==> config.mk <==
export PLATFORM = sky130hd
export DESIGN_NAME = copier_ctrl_multi_flat
export DESIGN_NICKNAME = d
export VERILOG_FILES = /design/src/rtl/copier_ctrl_multi_if.sv /design/src/rtl/copier_ctrl_multi.sv /design/src/flat_wrapper.sv
export SDC_FILE = /design/constraint.sdc
export NUM_CORES = 1
export LEC_CHECK = 0
export BUFFER_PORTS_ARGS = -buffer_cell sky130_fd_sc_hd__clkbuf_2
export CORE_MARGIN = 10
export CORE_UTILIZATION = 49
export DETAILED_ROUTE_END_ITERATION = 10
export GPL_ROUTABILITY_DRIVEN = 0
export PLACE_DENSITY_LB_ADDON = 0.25
export SYNTH_ARGS = -nofsm -noshare
export SYNTH_HDL_FRONTEND = slang
export SYNTH_SLANG_ARGS = --single-unit
==> constraint.sdc <==
create_clock -name clk_2 -period 2 [get_ports clk_2]
set_input_delay 0.2 -clock clk_2 [delete_from_list [all_inputs] [get_ports clk_2]]
set_output_delay 0.2 -clock clk_2 [all_outputs]
set_load 0.02 [all_outputs]
==> src/rtl/copier_ctrl_multi_if.sv <==
// Board-side signal bundle for the photocopier controller: job/sensor inputs
// from the switches and the status/7-seg outputs back to the board.
interface copier_ctrl_multi_if #(
    parameter int COUNT_BITS = 4,
    parameter int NTRAYS     = 2
);
    localparam int TRAY_BITS = (NTRAYS > 1) ? $clog2(NTRAYS) : 1;

    logic                  start;
    logic [COUNT_BITS-1:0] qty;
    logic [NTRAYS-1:0]     paper;
    logic                  jam;
    logic                  lid;
    logic                  cancel;

    logic                  copying;
    logic                  no_paper;
    logic                  jammed;
    logic                  done;
    logic [COUNT_BITS-1:0] remaining;
    logic [TRAY_BITS-1:0]  tray_sel;
    logic [6:0]            seg;

    modport master (
        output start, qty, paper, jam, lid, cancel,
        input  copying, no_paper, jammed, done, remaining, tray_sel, seg
    );

    modport slave (
        input  start, qty, paper, jam, lid, cancel,
        output copying, no_paper, jammed, done, remaining, tray_sel, seg
    );
endinterface

==> src/rtl/copier_ctrl_multi.sv <==
// Multi-tray photocopier controller: N-copy job with tray failover, multi-cycle
// sheet feed, lid pause, jam/no-paper recovery and cancel. Outputs decode registers.
module copier_ctrl_multi #(
    parameter int COUNT_BITS  = 4,
    parameter int NTRAYS      = 2,
    parameter int COPY_CYCLES = 3
) (
    input logic                clk_2,
    input logic                reset,
    copier_ctrl_multi_if.slave bus
);
    localparam int TRAY_BITS  = (NTRAYS > 1) ? $clog2(NTRAYS) : 1;
    localparam int PHASE_BITS = (COPY_CYCLES > 1) ? $clog2(COPY_CYCLES) : 1;

    localparam logic [2:0] S_IDLE     = 3'd0;
    localparam logic [2:0] S_FEED     = 3'd1;
    localparam logic [2:0] S_JAM      = 3'd2;
    localparam logic [2:0] S_NO_PAPER = 3'd3;
    localparam logic [2:0] S_DONE     = 3'd4;

    logic [2:0]            r_state;
    logic [COUNT_BITS-1:0] r_remaining;
    logic [PHASE_BITS-1:0] r_phase;
    logic [TRAY_BITS-1:0]  r_tray;

    logic                  w_none;
    logic [TRAY_BITS-1:0]  w_first;
    logic                  w_tray_has_paper;
    logic                  w_last_phase;
    logic [6:0]            w_seg;

    // NOTE: every always_comb output gets a default before any branch, so no latch is inferred.
    always_comb begin
        w_first = '0;
        for (int i = NTRAYS - 1; i >= 0; i--) begin
            if (bus.paper[i]) w_first = TRAY_BITS'(i);
        end
    end

    assign w_none           = (bus.paper == '0);
    assign w_tray_has_paper = bus.paper[r_tray];
    assign w_last_phase     = (r_phase == PHASE_BITS'(COPY_CYCLES - 1));

    // NOTE: state registers use non-blocking assignments so every branch sees pre-edge values.
    always_ff @(posedge clk_2) begin
        if (reset) begin
            r_state     <= S_IDLE;
            r_remaining <= '0;
            r_phase     <= '0;
            r_tray      <= '0;
        end else begin
            case (r_state)
                S_IDLE: begin
                    if (bus.start && (bus.qty != '0)) begin
                        r_remaining <= bus.qty;
                        r_phase     <= '0;
                        if (w_none) begin
                            r_state <= S_NO_PAPER;
                        end else begin
                            r_tray  <= w_first;
                            r_state <= S_FEED;
                        end
                    end
                end

                // One action per cycle, in fixed priority: cancel, jam, tray empty, lid, advance.
                S_FEED: begin
                    if (bus.cancel) begin
                        r_state <= S_DONE;
                    end else if (bus.jam) begin
                        r_state <= S_JAM;
                        r_phase <= '0;
                    end else if (!w_tray_has_paper) begin
                        r_phase <= '0;
                        if (w_none) r_state <= S_NO_PAPER;
                        else        r_tray  <= w_first;
                    end else if (!bus.lid) begin
                        if (w_last_phase) begin
                            r_phase <= '0;
                            if (r_remaining != '0) begin
                                r_remaining <= r_remaining - COUNT_BITS'(1);
                            end
                            if (r_remaining == COUNT_BITS'(1)) r_state <= S_DONE;
                        end else begin
                            r_phase <= r_phase + PHASE_BITS'(1);
                        end
                    end
                end

                // Opening and re-closing the lid clears the jam; the stuck sheet is reprinted.
                S_JAM: begin
                    if (bus.cancel) begin
                        r_state <= S_DONE;
                    end else if (bus.lid && !bus.jam) begin
                        r_state <= S_FEED;
                        r_phase <= '0;
                    end
                end

                S_NO_PAPER: begin
                    if (bus.cancel) begin
                        r_state <= S_DONE;
                    end else if (!w_none) begin
                        r_tray  <= w_first;
                        r_phase <= '0;
                        r_state <= S_FEED;
                    end
                end

                S_DONE:  r_state <= S_IDLE;
                default: r_state <= S_IDLE;
            endcase
        end
    end

    always_comb begin
        w_seg = 7'b0111111;
        case (r_state)
            S_IDLE:     w_seg = 7'b0111111;
            S_FEED:     w_seg = 7'b0000110;
            S_JAM:      w_seg = 7'b1011011;
            S_NO_PAPER: w_seg = 7'b1001111;
            S_DONE:     w_seg = 7'b1100110;
            default:    w_seg = 7'b0111111;
        endcase
    end

    assign bus.copying   = (r_state == S_FEED);
    assign bus.no_paper  = (r_state == S_NO_PAPER);
    assign bus.jammed    = (r_state == S_JAM);
    assign bus.done      = (r_state == S_DONE);
    assign bus.remaining = r_remaining;
    assign bus.tray_sel  = r_tray;
    assign bus.seg       = w_seg;
endmodule
==> src/flat_wrapper.sv <==
// flat-port wrapper written by rule: the top's interface ports become plain ports
module copier_ctrl_multi_flat 
#(
    parameter int COUNT_BITS  = 4,
    parameter int NTRAYS      = 2,
    parameter int COPY_CYCLES = 3
)
  (clk_2, reset, bus_start, bus_qty, bus_paper, bus_jam, bus_lid, bus_cancel, bus_copying, bus_no_paper, bus_jammed, bus_done, bus_remaining, bus_tray_sel, bus_seg);
  copier_ctrl_multi_if #(.COUNT_BITS(COUNT_BITS), .NTRAYS(NTRAYS)) bus_i ();
  input logic clk_2;
  input logic reset;
  input wire logic [$bits(bus_i.start)-1:0] bus_start;
  input wire logic [$bits(bus_i.qty)-1:0] bus_qty;
  input wire logic [$bits(bus_i.paper)-1:0] bus_paper;
  input wire logic [$bits(bus_i.jam)-1:0] bus_jam;
  input wire logic [$bits(bus_i.lid)-1:0] bus_lid;
  input wire logic [$bits(bus_i.cancel)-1:0] bus_cancel;
  output wire logic [$bits(bus_i.copying)-1:0] bus_copying;
  output wire logic [$bits(bus_i.no_paper)-1:0] bus_no_paper;
  output wire logic [$bits(bus_i.jammed)-1:0] bus_jammed;
  output wire logic [$bits(bus_i.done)-1:0] bus_done;
  output wire logic [$bits(bus_i.remaining)-1:0] bus_remaining;
  output wire logic [$bits(bus_i.tray_sel)-1:0] bus_tray_sel;
  output wire logic [$bits(bus_i.seg)-1:0] bus_seg;
  assign bus_i.start = bus_start;
  assign bus_i.qty = bus_qty;
  assign bus_i.paper = bus_paper;
  assign bus_i.jam = bus_jam;
  assign bus_i.lid = bus_lid;
  assign bus_i.cancel = bus_cancel;
  assign bus_copying = bus_i.copying;
  assign bus_no_paper = bus_i.no_paper;
  assign bus_jammed = bus_i.jammed;
  assign bus_done = bus_i.done;
  assign bus_remaining = bus_i.remaining;
  assign bus_tray_sel = bus_i.tray_sel;
  assign bus_seg = bus_i.seg;
  copier_ctrl_multi #(.COUNT_BITS(COUNT_BITS), .NTRAYS(NTRAYS), .COPY_CYCLES(COPY_CYCLES)) u_core (.clk_2(clk_2), .reset(reset), .bus(bus_i));
endmodule
# Word-level counts from Yosys, hierarchy flattened
# Index checks and enable logic that the tools add are counted.
dict set report classes {
  magnitude_cmp 1
  reduce_logical 14
  n_mux 45
  add_sub_neg 2
  n_eq_ne 25
}
# op count
set op_table {}
lappend op_table {{$mux W3} 12}
lappend op_table {{$mux W4} 7}
lappend op_table {{$pmux W7 S4} 1}
lappend op_table {{$mux W2} 11}
lappend op_table {{$reduce_and A8 Y1} 2}
lappend op_table {{$ne A5 B5 Y1 const B} 3}
lappend op_table {{$ne A2 B2 Y1 const B} 7}
lappend op_table {{$pmux W3 S4} 1}
lappend op_table {{$reduce_bool A4 Y1} 3}
lappend op_table {{$mux W1} 10}
lappend op_table {{$ne A2 B1 Y1 const B} 5}
lappend op_table {{$pmux W2 S4} 1}
lappend op_table {{$pmux W4 S2} 1}
lappend op_table {{$reduce_and A7 Y1} 1}
lappend op_table {{$eq A3 B2 Y1 const B} 2}
lappend op_table {{$reduce_and A6 Y1} 1}
lappend op_table {{$ne A5 B3 Y1 const B} 1}
lappend op_table {{$eq A4 B1 Y1 const B} 1}
lappend op_table {{$ne A4 B4 Y1 const B} 1}
lappend op_table {{$sub A4 B1 Y4 const B} 1}
lappend op_table {{$eq A3 B1 Y1 const B} 1}
lappend op_table {{$eq A3 B3 Y1 const B} 1}
lappend op_table {{$logic_not A3 Y1} 1}
lappend op_table {{$ne A3 B2 Y1 const B} 1}
lappend op_table {{other kinds (10)} 11}
dict set report word_totals {
  register_bits 10
  inputBits 12
  word_cells 91
  out_inout_bits 16
}

# Longest topological paths before layout
dict set report logic_depth {
  word_depth 8
  depth_mapped 8
  ltp_nobuf 7
}

# Least setup slack after synthesis
# Ideal clock, no wire load.
dict set report synth_timing {
  kind {reg2reg}
  start {reg u_core.r_remaining[0], in the netlist u_core.bus.remaining[0]}
  end {reg u_core.r_remaining[1], in the netlist u_core.bus.remaining[1]}
  stages_incl_launch_ff 8
  slack_ns 0.224
  period_less_slack_ns 1.776
  n_path_buf 0
  t_arrival_ns 1.705
  path_cell_list {dfxtp_1 > inv_1 > ha_1 > nor3b_1 > nor4b_2 > o21ai_2 > a211o_1 > a21oi_1}
}
dict set report synth_between {
  elab_chain_cells 8
  word_cells_on_any_way 11
  cone_classes {1 x add/sub; 1 x eq/ne; 7 x mux; 2 x reduce/logical}
}
# item line_no
set synth_lines {}
lappend synth_lines {{from (decl)} copier_ctrl_multi.sv:22} ;# logic [COUNT_BITS-1:0] r_remaining;
lappend synth_lines {{from (signal assigned)} copier_ctrl_multi.sv:55} ;# r_remaining <= bus.qty;
lappend synth_lines {{from (signal assigned)} copier_ctrl_multi.sv:81} ;# r_remaining <= r_remaining - COUNT_BITS'(1);
lappend synth_lines {{$sub A4 B1 Y4} copier_ctrl_multi.sv:81}
lappend synth_lines {{$mux W4} copier_ctrl_multi.sv:80} ;# if (r_remaining != '0) begin
lappend synth_lines {{$mux W4} copier_ctrl_multi.sv:78} ;# if (w_last_phase) begin
lappend synth_lines {{$mux W4} copier_ctrl_multi.sv:77} ;# end else if (!bus.lid) begin
lappend synth_lines {{$mux W4} copier_ctrl_multi.sv:73} ;# end else if (!w_tray_has_paper) begin
lappend synth_lines {{$mux W4} copier_ctrl_multi.sv:70} ;# end else if (bus.jam) begin
lappend synth_lines {{$mux W4} copier_ctrl_multi.sv:68} ;# if (bus.cancel) begin
lappend synth_lines {{$pmux W4 S2} copier_ctrl_multi.sv:52} ;# case (r_state)
# Parallel ways exist; a longest one is shown, timed or not. The select of a mux whose other input is x is not followed.
# A chain may end at the register's enable or synchronous reset.

# Worst setup path in the final report
dict set report layout_timing {
  start {reg u_core.r_state[0]}
  end {reg u_core.r_remaining[1], in the netlist u_core.bus.remaining[1]}
}
dict set report layout_between {
  elab_chain_cells 3
  word_cells_on_any_way 12
  cone_classes {8 x eq/ne; 1 x mux; 3 x reduce/logical}
}
# item line_no
set layout_lines {}
lappend layout_lines {{from (decl)} copier_ctrl_multi.sv:21} ;# logic [2:0] r_state;
lappend layout_lines {{from (signal assigned)} copier_ctrl_multi.sv:47} ;# r_state <= S_IDLE;
lappend layout_lines {{from (signal assigned)} copier_ctrl_multi.sv:58} ;# r_state <= S_NO_PAPER;
lappend layout_lines {{from (signal assigned)} copier_ctrl_multi.sv:61} ;# r_state <= S_FEED;
lappend layout_lines {{$eq A3 B1 Y1 or $logic_not A3 Y1 (tied branches)} copier_ctrl_multi.sv:52}
lappend layout_lines {{$ne A2 B1 Y1 (no line) (tied with other cells)} -}
lappend layout_lines {{$reduce_and A8 Y1 (no line)} -}
# Parallel ways exist; a longest one is shown, timed or not.

==> run summary <==
Counting instances in the post-synthesis netlist gives the leading cell types as a21oi_1, dfxtp_1, inv_1, nand2_1, nor2_1. The areal power density over the cells is 886 nW/um^2. Clock-pin slew was measured on the worst setup and hold paths at 0.08 ns. The worst setup path startpoint is u_core.r_state[0]. The count of standard-cell rows is 14. The worst setup path category is reg -> reg. The count of clock tree sinks came out at 10. The final antenna-violating net count is 0. The clock tree root driver cell is clkbuf_4.

The total net switching power is 0.392 mW. Of all flip-flops after synthesis, the portion carrying an async set or reset was 0%. The remaining routing DRC violations came out at 0.

The length in cells of the worst reg-to-reg path came out at 5. After synthesis, the largest family of logic cells by area is simple AND/OR/NAND/NOR gates. Compared with the post-synthesis result, the final layout area differs by 19.9%. The die extent in x came out at 61.6 um.

The net count after synthesis is 133. Clock tree synthesis inserted a total of 3 buffers. The arrival time at the worst endpoint is 2.05 ns. Yosys printed 0 warnings. The worst register-to-register path ends at u_core.bus.remaining[1]. The number of antenna violations at the first check in global routing is 0. The run finished with clean final reports. The later-pin clock latency in the skew report came out at 0.27 ns. The wire length of the first global-routing pass came out at 3860 um. The primary flip-flop cell chosen by synthesis mapping is dfxtp_1.

After clock tree synthesis, the repair step resized 0 gates. The number of vias after detailed routing came out at 931. Synthesis inferred 10 register bits.

The count of H-tree levels built during CTS came out at 1. The worst supply voltage drop on vdd came out at 0.651 mV. The average detailed-routed wire length per instance is 15.6 um. Between clock sinks in the finished design, the worst skew comes to 0.0121 ns. After routing, the total negative slack on setup checks comes to 0 ns. The combinational share of power is 49.7%. The required time of the worst setup path is 2.21 ns. The total standard cell area after synthesis is 847 sq um. The area share of fa/ha/maj cells after synthesis is 4.43%. The pin count of the biggest net entering global routing came out at 13. The number of enable flip-flop cells after synthesis is 0. The time the worst path needs with I/O delays and setup is 1.84 ns. The setup check on the worst reg-to-reg path leaves a slack of 0.16 ns. The initial DRC count is 81. The worst setup path is captured at a flop.

The proportion of power drawn by the clock network is 20.7%. The number of maximum-capacitance violations is 0. The first detailed-routing pass took 4 iterations. Using the TritonRoute via totals, the vias-per-cell ratio works out to 5.86. In this run the deepest clock path goes through 2 buffers. The total length of routed wires is 2480 um. The proportion of layout cells with a drive suffix above 1 came out at 28.0%.

The switching part of the total came out at 43.5%. The simple-gate portion of the synthesized area is 30.6%. The via count of the first global-routing pass was 844. Summing the areas of all compound-gate instances in the mapped netlist gives 28.2% of the synthesized area. The total of endpoints with negative setup slack in the final report is 0. The end-of-flow core utilization came out at 64.4%. After the last flow step, the layout net total stands at 159. Setup repair after global routing left no endpoint under its margin.

In this run the worst setup path terminates at u_core.bus.remaining[1]. After synthesis, the cell types taking the most area are dfxtp_1, a21oi_1, ha_1. The startpoint class of the critical path is a flop. The number of distinct standard cells referenced by the synthesized netlist came out at 40.

The number of cells produced by synthesis came out at 118. The post-synthesis sequential area ratio came out at 23.6%. The internal power of the cells totals 0.508 mW. The buffers inserted during post-CTS setup optimization came out at 0. The detailed placement HPWL is 1970 um.

The worst register-to-register path begins at u_core.r_state[0]. The per-instance average area after synthesis came out at 7.18 sq um. The floorplan step defined a die boundary enclosing 3790 sq um. The number of placed I/O pins came out at 28. Per report_power, the sequential group accounts for 29.6% of the total.

The post-synthesis xor/xnor area fraction came out at 1.03%. The area share of the largest cell type after synthesis came out at 23.6%. The largest fanout on the critical path came out at 8.

Buffers placed on the I/O ports in this run total 26. The post-synthesis mux area share is 2.51%. The number of hold buffers added after CTS was 0. The overall global routing resource usage came out at 13.3%. The highest clock rate is 543 MHz.

For this design the static power due to leakage is 0.475 nW. The initial utilization of the core area, before any placement, comes to 53.7%. The count of pins over their slew limit came out at 0. The type of the worst min-delay path is in -> reg. The number of antenna repair diodes came out at 0. TritonCTS built the clock tree.

The portion of the clock cycle consumed by the worst path in the final layout is 92.1%. The region available for standard cell placement spans 1580 sq um. The final hold violation count is 0.

For this run the aggregate overflow at the end of global routing stands at 0. The die is 61.6 um tall. Of all cell types, the one taking the most synthesized area is dfxtp_1.
-- metrics by stage --
stage | instances | power, mW | cell area [sq um] | hold slack, ns | worst slack (ns)
5_1_grt | 159 | 0.958 | 1020 | 0.238 | 0.0701
3_5_place_dp | 155 | 0.711 | 980 | 0.480 | 0.171
6_report | 159 | 0.900 | 1020 | 0.226 | 0.157
2_1_floorplan | 118 | 0.580 | 847 | 0.318 | 0.224
4_1_cts | 159 | 0.902 | 1020 | 0.223 | 0.168
3_3_place_gp | 155 | 0.702 | 980 | 0.472 | 0.248
-- registers in the layout (all words and copies together), names as in the netlist --
name	flops
u_core.r_state	3
u_core.bus.remaining	4
u_core.bus.tray_sel	1
u_core.r_phase	2
-- critical path: stages, from the launching register on --
cell and delay [ns]:
dfxtp_1 0.46, or3b_1 0.41, nor4b_2 0.33, o21ai_2 0.17, a211o_1 0.29, a21oi_1 0.12
-- metal layers --
metal  track usage [%]  part of all wire, %  vias up  wire length (um)
li1                  -                    -      470                 -
met1              17.1                   43      414              1080
met2              20.9                   45       41              1130
met3              4.53                  9.1        6               225
met4              3.18                  2.1        0                51
met5                 0                    0        -                 0
-- how the worst min path moves through the flow --
stage	from	end	slack, ns	cells after the start
floorplan	bus_cancel	u_core.r_state[1]	0.32	1
global placement	u_core.r_phase[1]	u_core.r_phase[1]	0.47	2
detailed placement	u_core.r_phase[1]	u_core.r_phase[1]	0.48	2
CTS	bus_cancel	u_core.r_state[1]	0.22	2
global route	bus_cancel	u_core.r_state[1]	0.24	2
finish	bus_paper[1]	u_core.bus.tray_sel	0.23	3
-- placed cells by master, fill, tap and decap left out, types with 2 or more instances in the layout --
cell / instances
nand3b_1: 2
nor2b_1: 4
o21ai_0: 7
nand2b_1: 3
a211o_1: 2
o22ai_1: 2
or2_2: 2
inv_1: 10
nand2_1: 10
ha_1: 3
nor3b_1: 3
nor2_1: 9
clkbuf_4: 3
a21oi_1: 10
nor3_1: 6
dfxtp_1: 10
buf_4: 3
clkbuf_2: 26
a21o_1: 4
o32ai_1: 3
-- cells by family (layout without fill, tap and decap cells) --
kind of cell	Yosys count	count (layout)
mux	2	2
fa+ha+maj	3	3
xor+xnor	1	1
compound gates	36	36
other cells	1	1
buf+inv	18	43
flops	10	10
simple gates	47	47
-- area by class of cell --
class / instances / area (sq um)
clock buffers: 4 / 36.3
fillers: 147 / 561
well taps: 16 / 20.0
flip-flops and latches: 10 / 200
inverters: 10 / 37.5
multi-input cells: 90 / 569
repair buffers: 29 / 153
-- power groups by stage --
stage	clock, mW	combinational (mW)	sequential, mW
floorplan	0	0.313	0.267
global placement	0	0.434	0.268
detailed placement	0	0.441	0.269
CTS	0.190	0.448	0.265
global route	0.196	0.491	0.271
finish	0.186	0.447	0.267
No activity file was read; power rests on OpenSTA's default activity.
